## config.mk

```make
export PLATFORM = sky130hd
export DESIGN_NAME = key_conditioner
export DESIGN_NICKNAME = d
export VERILOG_FILES = /design/src/rtl/key_conditioner.sv
export SDC_FILE = /design/constraint.sdc
export NUM_CORES = 1
export LEC_CHECK = 0
export ABC_AREA = 1
export CELL_PAD_IN_SITES_DETAIL_PLACEMENT = 0
export CELL_PAD_IN_SITES_GLOBAL_PLACEMENT = 1
export CORE_MARGIN = 8
export CORE_UTILIZATION = 46
export CTS_CLUSTER_DIAMETER = 80
export DETAILED_ROUTE_END_ITERATION = 10
export PLACE_DENSITY_LB_ADDON = 0.1
export SLEW_MARGIN = 25
export SYNTH_ARGS = -nofsm -noshare
export SYNTH_HDL_FRONTEND = slang
export SYNTH_SLANG_ARGS = --single-unit
```

## constraint.sdc

```tcl
create_clock -name clk -period 2.1 [get_ports clk]
set_input_delay 0.525 -clock clk [delete_from_list [all_inputs] [get_ports clk]]
set_output_delay 0.525 -clock clk [all_outputs]
set_load 0.01 [all_outputs]
```

## src/rtl/key_conditioner.sv

```systemverilog
// rtl/key_conditioner.sv - debounces raw active-low keys into level, press, release, long-press and toggle outputs
module key_conditioner #(
  parameter int CLK_FREQ    = 50_000_000,
  parameter int N_KEYS      = 2,
  parameter int DEBOUNCE_MS = 20,
  parameter int LONG_MS     = 1000
) (
  input  logic              clk,
  input  logic              rst_n,
  input  logic [N_KEYS-1:0] key_n,
  output logic [N_KEYS-1:0] key_level,
  output logic [N_KEYS-1:0] key_press,
  output logic [N_KEYS-1:0] key_release,
  output logic [N_KEYS-1:0] key_long,
  output logic [N_KEYS-1:0] key_toggle
);

  // Prescaler divides clk down to a 1 ms tick shared by every key.
  localparam int DIV = CLK_FREQ / 1000;
  localparam int PW  = (DIV > 1) ? $clog2(DIV) : 1;
  localparam int DW  = $clog2(DEBOUNCE_MS + 1);
  localparam int HW  = $clog2(LONG_MS + 1);

  localparam logic [PW-1:0] PRE_LAST  = PW'(DIV - 1);
  localparam logic [DW-1:0] DEB_LAST  = DW'(DEBOUNCE_MS - 1);
  localparam logic [DW-1:0] DEB_MAX   = DW'(DEBOUNCE_MS);
  localparam logic [HW-1:0] HOLD_LAST = HW'(LONG_MS - 1);
  localparam logic [HW-1:0] HOLD_MAX  = HW'(LONG_MS);

  typedef enum logic [1:0] {
    IDLE         = 2'd0,
    PRESS_WAIT   = 2'd1,
    PRESSED      = 2'd2,
    RELEASE_WAIT = 2'd3
  } state_e;

  logic [PW-1:0]     presc_q, presc_d;
  logic              ms_tick;

  logic [N_KEYS-1:0] sync1_q, sync1_d;
  logic [N_KEYS-1:0] sync2_q, sync2_d;
  logic [N_KEYS-1:0] k;

  state_e            state_q [N_KEYS];
  state_e            state_d [N_KEYS];
  logic [DW-1:0]     dcnt_q  [N_KEYS];
  logic [DW-1:0]     dcnt_d  [N_KEYS];
  logic [HW-1:0]     hcnt_q  [N_KEYS];
  logic [HW-1:0]     hcnt_d  [N_KEYS];
  logic [N_KEYS-1:0] long_done_q, long_done_d;

  logic [N_KEYS-1:0] level_q, level_d;
  logic [N_KEYS-1:0] press_q, press_d;
  logic [N_KEYS-1:0] release_q, release_d;
  logic [N_KEYS-1:0] long_q, long_d;
  logic [N_KEYS-1:0] toggle_q, toggle_d;

  assign ms_tick = (presc_q == PRE_LAST);
  // k is the synchronized key, inverted so that 1 means pressed.
  assign k       = ~sync2_q;

  // Free-running prescaler next value and two-flop synchronizer shift.
  always_comb begin
    presc_d = ms_tick ? '0 : presc_q + 1'b1;
    sync1_d = key_n;
    sync2_d = sync1_q;
  end

  // Per-key debounce / hold FSMs; keys never interact, so all events land in their own bit.
  always_comb begin
    for (int i = 0; i < N_KEYS; i++) begin
      state_d[i]     = state_q[i];
      dcnt_d[i]      = dcnt_q[i];
      hcnt_d[i]      = hcnt_q[i];
      long_done_d[i] = long_done_q[i];
      level_d[i]     = level_q[i];
      toggle_d[i]    = toggle_q[i];
      press_d[i]     = 1'b0;
      release_d[i]   = 1'b0;
      long_d[i]      = 1'b0;

      case (state_q[i])
        IDLE: begin
          level_d[i] = 1'b0;
          if (k[i]) begin
            state_d[i] = PRESS_WAIT;
            dcnt_d[i]  = '0;
          end
        end

        PRESS_WAIT: begin
          if (!k[i]) begin
            // Any release before acceptance restarts the debounce from scratch.
            state_d[i] = IDLE;
            dcnt_d[i]  = '0;
          end else if (ms_tick) begin
            if (dcnt_q[i] == DEB_LAST) begin
              state_d[i]     = PRESSED;
              dcnt_d[i]      = DEB_MAX;
              press_d[i]     = 1'b1;
              level_d[i]     = 1'b1;
              toggle_d[i]    = ~toggle_q[i];
              hcnt_d[i]      = '0;
              long_done_d[i] = 1'b0;
            end else if (dcnt_q[i] != DEB_MAX) begin
              dcnt_d[i] = dcnt_q[i] + 1'b1;
            end
          end
        end

        PRESSED: begin
          if (ms_tick && (hcnt_q[i] != HOLD_MAX)) begin
            hcnt_d[i] = hcnt_q[i] + 1'b1;
          end
          // Also fires if the hold saturated while a release was being debounced.
          if (!long_done_q[i] &&
              ((hcnt_q[i] == HOLD_MAX) || (ms_tick && (hcnt_q[i] == HOLD_LAST)))) begin
            long_d[i]      = 1'b1;
            long_done_d[i] = 1'b1;
          end
          if (!k[i]) begin
            state_d[i] = RELEASE_WAIT;
            dcnt_d[i]  = '0;
          end
        end

        RELEASE_WAIT: begin
          if (ms_tick && (hcnt_q[i] != HOLD_MAX)) begin
            hcnt_d[i] = hcnt_q[i] + 1'b1;
          end
          if (k[i]) begin
            // Release bounce: resume the hold without a new press and keep long_done.
            state_d[i] = PRESSED;
          end else if (ms_tick) begin
            if (dcnt_q[i] == DEB_LAST) begin
              state_d[i]   = IDLE;
              dcnt_d[i]    = DEB_MAX;
              release_d[i] = 1'b1;
              level_d[i]   = 1'b0;
            end else if (dcnt_q[i] != DEB_MAX) begin
              dcnt_d[i] = dcnt_q[i] + 1'b1;
            end
          end
        end

        default: begin
          state_d[i] = IDLE;
          level_d[i] = 1'b0;
        end
      endcase
    end
  end

  // State register; reset returns everything to the released, idle condition.
  always_ff @(posedge clk or negedge rst_n) begin
    if (!rst_n) begin
      presc_q     <= '0;
      sync1_q     <= '1;
      sync2_q     <= '1;
      long_done_q <= '0;
      level_q     <= '0;
      press_q     <= '0;
      release_q   <= '0;
      long_q      <= '0;
      toggle_q    <= '0;
      for (int i = 0; i < N_KEYS; i++) begin
        state_q[i] <= IDLE;
        dcnt_q[i]  <= '0;
        hcnt_q[i]  <= '0;
      end
    end else begin
      presc_q     <= presc_d;
      sync1_q     <= sync1_d;
      sync2_q     <= sync2_d;
      long_done_q <= long_done_d;
      level_q     <= level_d;
      press_q     <= press_d;
      release_q   <= release_d;
      long_q      <= long_d;
      toggle_q    <= toggle_d;
      for (int i = 0; i < N_KEYS; i++) begin
        state_q[i] <= state_d[i];
        dcnt_q[i]  <= dcnt_d[i];
        hcnt_q[i]  <= hcnt_d[i];
      end
    end
  end

  assign key_level   = level_q;
  assign key_press   = press_q;
  assign key_release = release_q;
  assign key_long    = long_q;
  assign key_toggle  = toggle_q;

endmodule

```

==> impl_metrics.json <==
{
  "status": "finished clean",
  "fillers": 823,
  "clkPwrFrac_pct": 37.9,
  "internal_power_mw": 2.05,
  "wl_mm": 8.38,
  "maxSlewViolCount": 0,
  "nets": 551,
  "grt_pass1_wl_mm": 14.6,
  "maxCapViolations": 0,
  "ctsLongestPathBuffers": 2,
  "antenna_found_initial": 0,
  "arrival_ps": 1280,
  "die_h_microns": 108,
  "cts_hold_buf": 0,
  "p_switching_mw": 0.833,
  "yosysTopAreaCellShare_pct": 39.6,
  "syn_nets": 524,
  "fp.dieArea_sq_um": 11700,
  "clk_pin_slew_ps": 70,
  "sequentialPowerShare_pct": 47.6,
  "cts_root_buf": "clkbuf_8",
  "multiInputGateArea_sq_um": 1940,
  "grtUsageTotal_pct": 15.5,
  "slowest_stage": "clkdlybuf4s50_1",
  "synth_xor_area_share_pct": 4.21,
  "finalNonFillerCells": 648,
  "finalHoldViolations": 0,
  "critPathMaxStageDelay_ps": 550,
  "end_kind": "output pin",
  "crit_family": "buffers and inverters",
  "ys_top_cells_by_count": "nand2_1, nor2_1, inv_1",
  "synthDistinctLibCells": 39,
  "vias_per_cell": 5.04,
  "cellPowerDensity_nw_per_um2": 652,
  "dr.pass1.iters": 5,
  "antenna_cells": 0,
  "crit_required_ps": 1570,
  "synthesis.area_sq_um": 3920,
  "wl_per_cell_microns": 12.9,
  "yosys-mux-area-fraction_pct": 0,
  "ctsResizeCount": 0,
  "p_leak_nw": 2.15,
  "worst-path-buf-inv": 1,
  "gr-total-overflow": 0,
  "tritoncts": "built",
  "synth_simple_gate_area_share_pct": 35.4,
  "yosysMostFrequentCell": "nand2_1",
  "htree_levels": 3,
  "placement_rows": 33,
  "finalSetupTns_ps": 0,
  "core-area_sq_um": 8260,
  "drtIter0Drc": 95,
  "syn_inst": 511,
  "yosys_warnings": 0,
  "fp.dieW_microns": 108,
  "insertion_delay_ps": 340,
  "yosysSeqAreaShare_pct": 42.3,
  "worstPathMaxFanout": 2,
  "fin_crit_sh_pct": 86.1,
  "synth_top_family_by_area": "simple AND/OR/NAND/NOR gates",
  "worstPathCellList": "clkdlybuf4s50_1",
  "hold_class": "in -> async",
  "synth-main-ff-cell": "dfrtp_1",
  "critPathKind": "reg -> out",
  "syn2layout_area_growth_pct": 12.9,
  "grt_max_degree": 24,
  "worst_pin_slew_ps": 442,
  "ant_nets": 0,
  "rsz0062_at_grt": "no",
  "design_area_sq_um": 4420,
  "via_count": 3269,
  "grt_pass1_vias": 3082,
  "place_congestion": 0.824,
  "ioPinCount": 14,
  "dp_hpwl_mm": 6.37,
  "final_layout_size_suffix_gt1_share_pct": 13.3,
  "p_comb_share_pct": 14.6,
  "portBuffers": 13,
  "synthAdderAreaFrac_pct": 2.87,
  "dpl_cell_area_sq_um": 4230,
  "cp-start-kind": "register",
  "swShare_pct": 28.9,
  "postCtsSetupRepairBufs": 0,
  "ir_drop_mv": 0.355,
  "max_freq_mhz": 553,
  "cts_buffers": 9,
  "ys_async_sr_fraction_pct": 100,
  "drc": 0,
  "cts.sinks": 66,
  "regArea_sq_um": 1660,
  "finalSetupViolCount": 0,
  "synth_enable_flop_cells": 0,
  "skew_ps": 8.79,
  "start_util_pct": 47.5,
  "dp_cells": 632,
  "slew-limit-headroom_pct": 70.4,
  "avgSynthCellArea_sq_um": 7.67,
  "synth-seq-cells": 66,
  "synth_top_cell_by_area": "dfrtp_1",
  "synth.top_cells.by_area": "dfrtp_1, nand2_1, nor2_1",
  "synth_compound_area_share_pct": 7.12,
  "layout_min_cycle_time_ps": 1810
}
==> worst paths after layout <==
kind	startpoint	to	slack, ps	cells past startpoint
min in group clk	sync1_q[1]	sync2_q[1]	350	0
setup / recovery	key_toggle[1]	key_toggle[1]	290	1
setup reg to reg	presc_q[0]	register	320	8
hold / removal	rst_n	presc_q[15]	70	1
max in group asynchronous	rst_n	sync2_q[0]	1470	2
hold reg to reg	sync1_q[1]	sync2_q[1]	350	0
==> per-layer routing <==
metal	global-route usage (%)	vias to the layer above	wire length [microns]
met1	20.4	1530	4190
met2	24.9	36	3870
li1	-	1694	-
met5	0	-	0
met3	3.21	9	215
met4	4.89	0	104
==> kinds of logic after synthesis <==
| kind of cell | after synthesis |
|---|---|
| adders and majority gates | 9 |
| DFF | 66 |
| and+or+nand+nor | 283 |
| xor gates and xnor gates | 18 |
| buffers and inverters | 83 |
| AOI/OAI and AO/OA | 52 |
==> layout by cell type (no fill, tap or decap), types with 2 or more instances in the layout <==
master	instances
o21ai_0	17
o21ai_1	10
ha_1	9
nand3_1	35
nor2_4	5
nand4_1	16
nand2_1	110
inv_2	13
clkbuf_8	11
nand3b_1	2
nand2_2	9
nor4_1	2
xor2_1	16
dfrtp_1	62
clkinv_2	2
nand3_2	3
a21oi_1	17
clkbuf_1	3
nor2_8	2
dfstp_2	4
nor3b_1	2
nor2_1	71
clkdlybuf4s50_1	12
nor2_2	5
or2_2	2
buf_12	2
inv_1	67
nand3_4	3
o31ai_1	2
buf_4	3
o22ai_1	2
nor3_1	12
==> power groups by stage <==
| stage | Combinational, mW | Sequential (mW) | Clock [mW] |
|---|---|---|---|
| final | 0.420 | 1.37 | 1.09 |
| after global routing | 0.478 | 1.38 | 1.18 |
| after CTS | 0.424 | 1.37 | 1.12 |
| after detailed placement | 0.424 | 1.39 | 0 |
| after global placement | 0.419 | 1.39 | 0 |
| after floorplan | 0.346 | 1.36 | 0 |
==> state kept, by name (all words and copies together) (netlist names), named ones only <==
register and count:
dcnt_q 10, hcnt_q 20, key_level 2, key_long 2
key_press 2, key_release 2, key_toggle 2, long_done_q 2
presc_q 16, state_q 2, sync1_q 2, sync2_q 2
==> cell type report <==
type,count,share of cell area [%]
multi-input cells,362,44.0
flip-flops and latches,66,37.5
inverters,81,6.90
repair buffers,18,4.24
clock buffers,14,3.68
well taps,105,2.97
clock inverters,2,0.792
==> through the flow <==
stage	worst slack, ps	power [mW]	util (%)	hold WS [ps]
finish	292	2.88	53.6	67.0
global route	82.8	3.03	53.6	73.1
CTS	269	2.91	53.6	67.1
detailed placement	301	1.82	51.2	348
global placement	355	1.81	51.2	347
floorplan	557	1.71	-	229
Note: power is estimated with default switching activity, not from simulation.
